## config.mk

```make
export PLATFORM = sky130hd
export DESIGN_NAME = sipo_deserializer
export DESIGN_NICKNAME = d
export VERILOG_FILES = /design/src/rtl/sipo_deserializer.sv
export SDC_FILE = /design/constraint.sdc
export NUM_CORES = 1
export LEC_CHECK = 0
export CORE_MARGIN = 2
export CORE_UTILIZATION = 50
export CTS_BUF_LIST = sky130_fd_sc_hd__clkbuf_4 sky130_fd_sc_hd__clkbuf_8
export CTS_CLUSTER_DIAMETER = 200
export CTS_CLUSTER_SIZE = 28
export DETAILED_ROUTE_END_ITERATION = 10
export PLACE_DENSITY = 0.82
export REMOVE_ABC_BUFFERS = 1
export SETUP_SLACK_MARGIN = 0.05
export SLEW_MARGIN = 20
export SYNTH_ARGS = -nofsm -noshare
export SYNTH_HDL_FRONTEND = slang
export SYNTH_SLANG_ARGS = --single-unit
```

## constraint.sdc

```tcl
create_clock -name clk -period 2.2 [get_ports clk]
set_input_delay 0.55 -clock clk [delete_from_list [all_inputs] [get_ports clk]]
set_output_delay 0.55 -clock clk [all_outputs]
set_load 0.03 [all_outputs]
```

## src/rtl/sipo_deserializer.sv

```systemverilog
// Serial-in parallel-out receiver: rebuilds LSB-first serial frames into WIDTH-bit words.
// Optional even-parity trailer bit enabled by defining SIPO_PARITY_EN.
module sipo_deserializer #(
    parameter int WIDTH = 16
) (
    input  logic                       clk,
    input  logic                       rst,
    input  logic                       serial_in,
    input  logic                       shift_en,
    input  logic                       clr,
    output logic [WIDTH-1:0]           parallel_out,
    output logic                       out_valid,
    output logic                       busy,
`ifdef SIPO_PARITY_EN
    output logic                       parity_err,
`endif
    output logic [$clog2(WIDTH+1)-1:0] bit_count
);

    localparam int CW = $clog2(WIDTH+1);
    localparam logic [CW-1:0] LAST = CW'(WIDTH-1);

`ifdef SIPO_PARITY_EN
    typedef enum logic [1:0] {IDLE, RECV, PAR} state_t;
`else
    typedef enum logic [1:0] {IDLE, RECV} state_t;
`endif

    state_t           state_q, state_d;
    logic [CW-1:0]    count_q, count_d;
    logic [WIDTH-1:0] sh_q, sh_d;
    logic [WIDTH-1:0] pout_q, pout_d;
    logic             valid_q, valid_d;
`ifdef SIPO_PARITY_EN
    logic             perr_q, perr_d;
`endif

    always_ff @(posedge clk or posedge rst) begin
        if (rst) begin
            state_q <= IDLE;
            count_q <= '0;
            sh_q    <= '0;
            pout_q  <= '0;
            valid_q <= 1'b0;
`ifdef SIPO_PARITY_EN
            perr_q  <= 1'b0;
`endif
        end else begin
            state_q <= state_d;
            count_q <= count_d;
            sh_q    <= sh_d;
            pout_q  <= pout_d;
            valid_q <= valid_d;
`ifdef SIPO_PARITY_EN
            perr_q  <= perr_d;
`endif
        end
    end

    // clr outranks shift_en; strobes default low so they last exactly one cycle
    always_comb begin
        state_d = state_q;
        count_d = count_q;
        sh_d    = sh_q;
        pout_d  = pout_q;
        valid_d = 1'b0;
`ifdef SIPO_PARITY_EN
        perr_d  = 1'b0;
`endif
        if (clr) begin
            state_d = IDLE;
            count_d = '0;
            sh_d    = '0;
        end else if (shift_en) begin
            case (state_q)
                IDLE, RECV: begin
                    sh_d = {serial_in, sh_q[WIDTH-1:1]};
                    if (count_q == LAST) begin
`ifdef SIPO_PARITY_EN
                        state_d = PAR;
                        count_d = CW'(WIDTH);
`else
                        state_d = IDLE;
                        count_d = '0;
                        pout_d  = sh_d;
                        valid_d = 1'b1;
`endif
                    end else begin
                        state_d = RECV;
                        count_d = count_q + 1'b1;
                    end
                end
`ifdef SIPO_PARITY_EN
                // data bits are already aligned; this edge only consumes parity
                PAR: begin
                    state_d = IDLE;
                    count_d = '0;
                    pout_d  = sh_q;
                    valid_d = 1'b1;
                    perr_d  = (^sh_q) ^ serial_in;
                end
`endif
                default: begin
                    state_d = IDLE;
                    count_d = '0;
                end
            endcase
        end
    end

    assign parallel_out = pout_q;
    assign out_valid    = valid_q;
    assign busy         = (state_q != IDLE);
    assign bit_count    = count_q;
`ifdef SIPO_PARITY_EN
    assign parity_err   = perr_q;
`endif

endmodule

```

==> results.py <==
metrics = {
    "status": {
        "status": "finished clean",
    },
    "critical_path": {
        "cp_max_fo": 5,
        "path_class": "flop to output pin",
        "worstPathCellList": "clkdlybuf4s50_1",
        "startpoint_type": "flop",
        "cp.required_ns": 1.65,
        "cp_slowest_cell": "clkdlybuf4s50_1",
        "cp-end-kind": "output pin",
        "cpPeakStageDelay_ns": 0.73,
        "critical_path.top_delay_family": "buffers and inverters",
        "cp_data_arrival_time_ns": 1.53,
        "cp.buffers_inverters": 1,
    },
    "placement": {
        "dpl.cell_count": 171,
        "gp_congestion": 0.733,
        "portBuffers": 27,
        "hpwl_mm": 1.76,
        "pre_cts_ws_ns": 0.215,
    },
    "logic_synthesis": {
        "synth.avg_cell_area_um2": 14.0,
        "synthDistinctLibCells": 21,
        "synth-edff-count": 0,
        "yosysTopAreaCell": "dfrtp_1",
        "synth.area.top_cells": "dfrtp_1, mux2i_1, mux2_4",
        "synthArstFlopShare_pct": 100,
        "synth_warnings": 0,
        "synth-main-ff-cell": "dfrtp_1",
        "ys_ff_latch": 38,
        "synth.top_cell.area_share_pct": 60.8,
        "yosysMostFrequentCell": "dfrtp_1",
        "synth-seq-area-share_pct": 60.8,
        "synth_commonest_cells": "dfrtp_1, nor2_1, mux2i_1",
        "synthCells": 112,
        "syn-cell-area_um2": 1570,
    },
    "sta": {
        "fin_tns_setup_ns": 0,
        "layout_setup_ws_ns": 0.123,
        "worstMarginPinSlew_ns": 0.461,
        "rsz0062_at_grt": "false",
        "max_freq_ghz": 0.481,
        "setup_viol": 0,
        "slew_headroom_pct": 69.3,
        "finalClockSkew_ns": 0.00745,
        "fin_crit_ns": 2.08,
        "final-hold-violation-count": 0,
        "maxSlewViolCount": 0,
        "finalCritPeriodShare_pct": 94.4,
    },
    "die": {
        "die_area_um2": 3590,
        "rows": 20,
        "die_h_um": 60.0,
        "io-pin-count": 28,
        "initial_core_util_pct": 52.1,
        "dieWidth_um": 60.0,
        "core_um2": 3000,
    },
    "global_routing": {
        "grt_pass1_vias": 926,
        "grt_max_degree": 39,
        "antenna_found_initial": 0,
        "grt_pass1_wl_mm": 4.42,
        "overflow": 0,
        "grtUsageTotal_pct": 17.2,
    },
    "pwr": {
        "p_leak_uw": 0.000937,
        "p_per_area_nw_per_um2": 588,
        "total_power_uw": 1130,
        "vdd_drop_max_mv": 0.379,
    },
    "clock_network": {
        "cts_setup_buffers": 0,
        "clockRootBuffer": "clkbuf_4",
        "cts.sinks": 38,
        "hold_buffers": 0,
        "insertion_delay_ns": 0.33,
        "clk_path_buf_depth": 2,
        "ctsResizeCount": 0,
        "h-tree-depth": 2,
        "cts_buffers": 5,
        "clkTransAtPathRegs_ns": 0.10,
        "cts_tree": "done",
    },
    "layout": {
        "antennaDiodeCount": 0,
        "drive_gt1_share_pct": 20.7,
        "nets": 151,
        "final_util_pct": 64.2,
        "area_growth_pct": 23.2,
        "fillers": 230,
        "layoutNonFillerInstCount": 178,
    },
    "drt": {
        "drt_pass1_iterations": 4,
        "drt.antenna.violating_nets": 0,
        "drtIter0Drc": 11,
        "drc": 0,
        "finalWirelength_mm": 2.58,
        "viasPerCell": 5.17,
        "vias": 920,
        "wl_per_cell_um": 14.5,
    },
    "job": {
        "drv_cap": 0,
    },
    "hold_path": {
        "hold_path.class": "flop to flop",
    },
}
## cell families after synthesis
| family | after synthesis | share of synthesized area [%] |
|---|---|---|
| flip-flops | 38 | 60.8 |
| multiplexers | 31 | 23.3 |
| buffers and inverters | 7 | 3.28 |
| XOR/XNOR | 2 | 1.12 |
| AND/OR/NAND/NOR | 29 | 9.35 |
| AO/OA/AOI/OAI | 4 | 1.44 |
| adder cells (fa/ha/maj) | 1 | 0.799 |
## metal layers
metal | vias to the layer above | track usage, % | part of all wire (%)
li1 | 439 | - | -
met1 | 454 | 22.5 | 45
met4 | 0 | 8.57 | 1.0
met5 | - | 0 | 0
met3 | 4 | 4.98 | 4.6
met2 | 23 | 26.2 | 49
## cell type report
cell class	count	area, um2	share of cell area [%]
Sequential cell	38	951	49.3
Tap cell	33	41.3	2.14
Inverter	2	7.51	0.389
Clock buffer	7	52.6	2.73
Multi-Input combinational cell	67	563	29.2
Timing Repair Buffer	31	313	16.2
## placed cells by master (no fill, tap or decap), types with 2 or more instances in the layout
master / instances
buf_4: 3
mux2i_1: 15
mux2_4: 9
clkbuf_4: 7
inv_1: 2
o21ai_0: 3
nand2_1: 6
mux2_2: 7
dfrtp_1: 38
clkdlybuf4s50_1: 27
nor2_1: 17
xor2_1: 2
## power breakdown
group / switching (uW) / internal, uW / leakage, uW
sequential: 6.34 / 705 / 0.000527
clock: 199 / 145 / 0.0000322
combinational: 47.4 / 30.8 / 0.000378
## state kept, by name, summed over array words and instances, names as in the netlist
| name | count |
|---|---|
| bit_count | 5 |
| state_q | 1 |
| out_valid | 1 |
| sh_q | 15 |
| parallel_out | 16 |
## stage by stage
stage	hold slack (ns)	area [um2]
floorplan	0.481	1520
global placement	0.463	1880
detailed placement	0.473	1880
CTS	0.500	1930
global route	0.518	1930
finish	0.501	1930
## path summary, 6_finish.rpt
check                                         start                      endpoint  slack [ns]  depth (start not counted)
min in group asynchronous                       rst           sh_q[2]$_DFFE_PP0P_        0.63                          3
setup / recovery           bit_count[3]$_DFFE_PP0P_                  bit_count[3]        0.12                          1
hold / removal               state_q[0]$_DFFE_PP0P_        state_q[0]$_DFFE_PP0P_        0.50                          2
hold reg to reg              state_q[0]$_DFFE_PP0P_        state_q[0]$_DFFE_PP0P_        0.50                          2
setup reg to reg           bit_count[0]$_DFFE_PP0P_  parallel_out[12]$_DFFE_PP0P_        0.56                          5
max in group asynchronous                       rst      bit_count[2]$_DFFE_PP0P_        1.26                          3
Note: power is estimated with default switching activity, not from simulation.
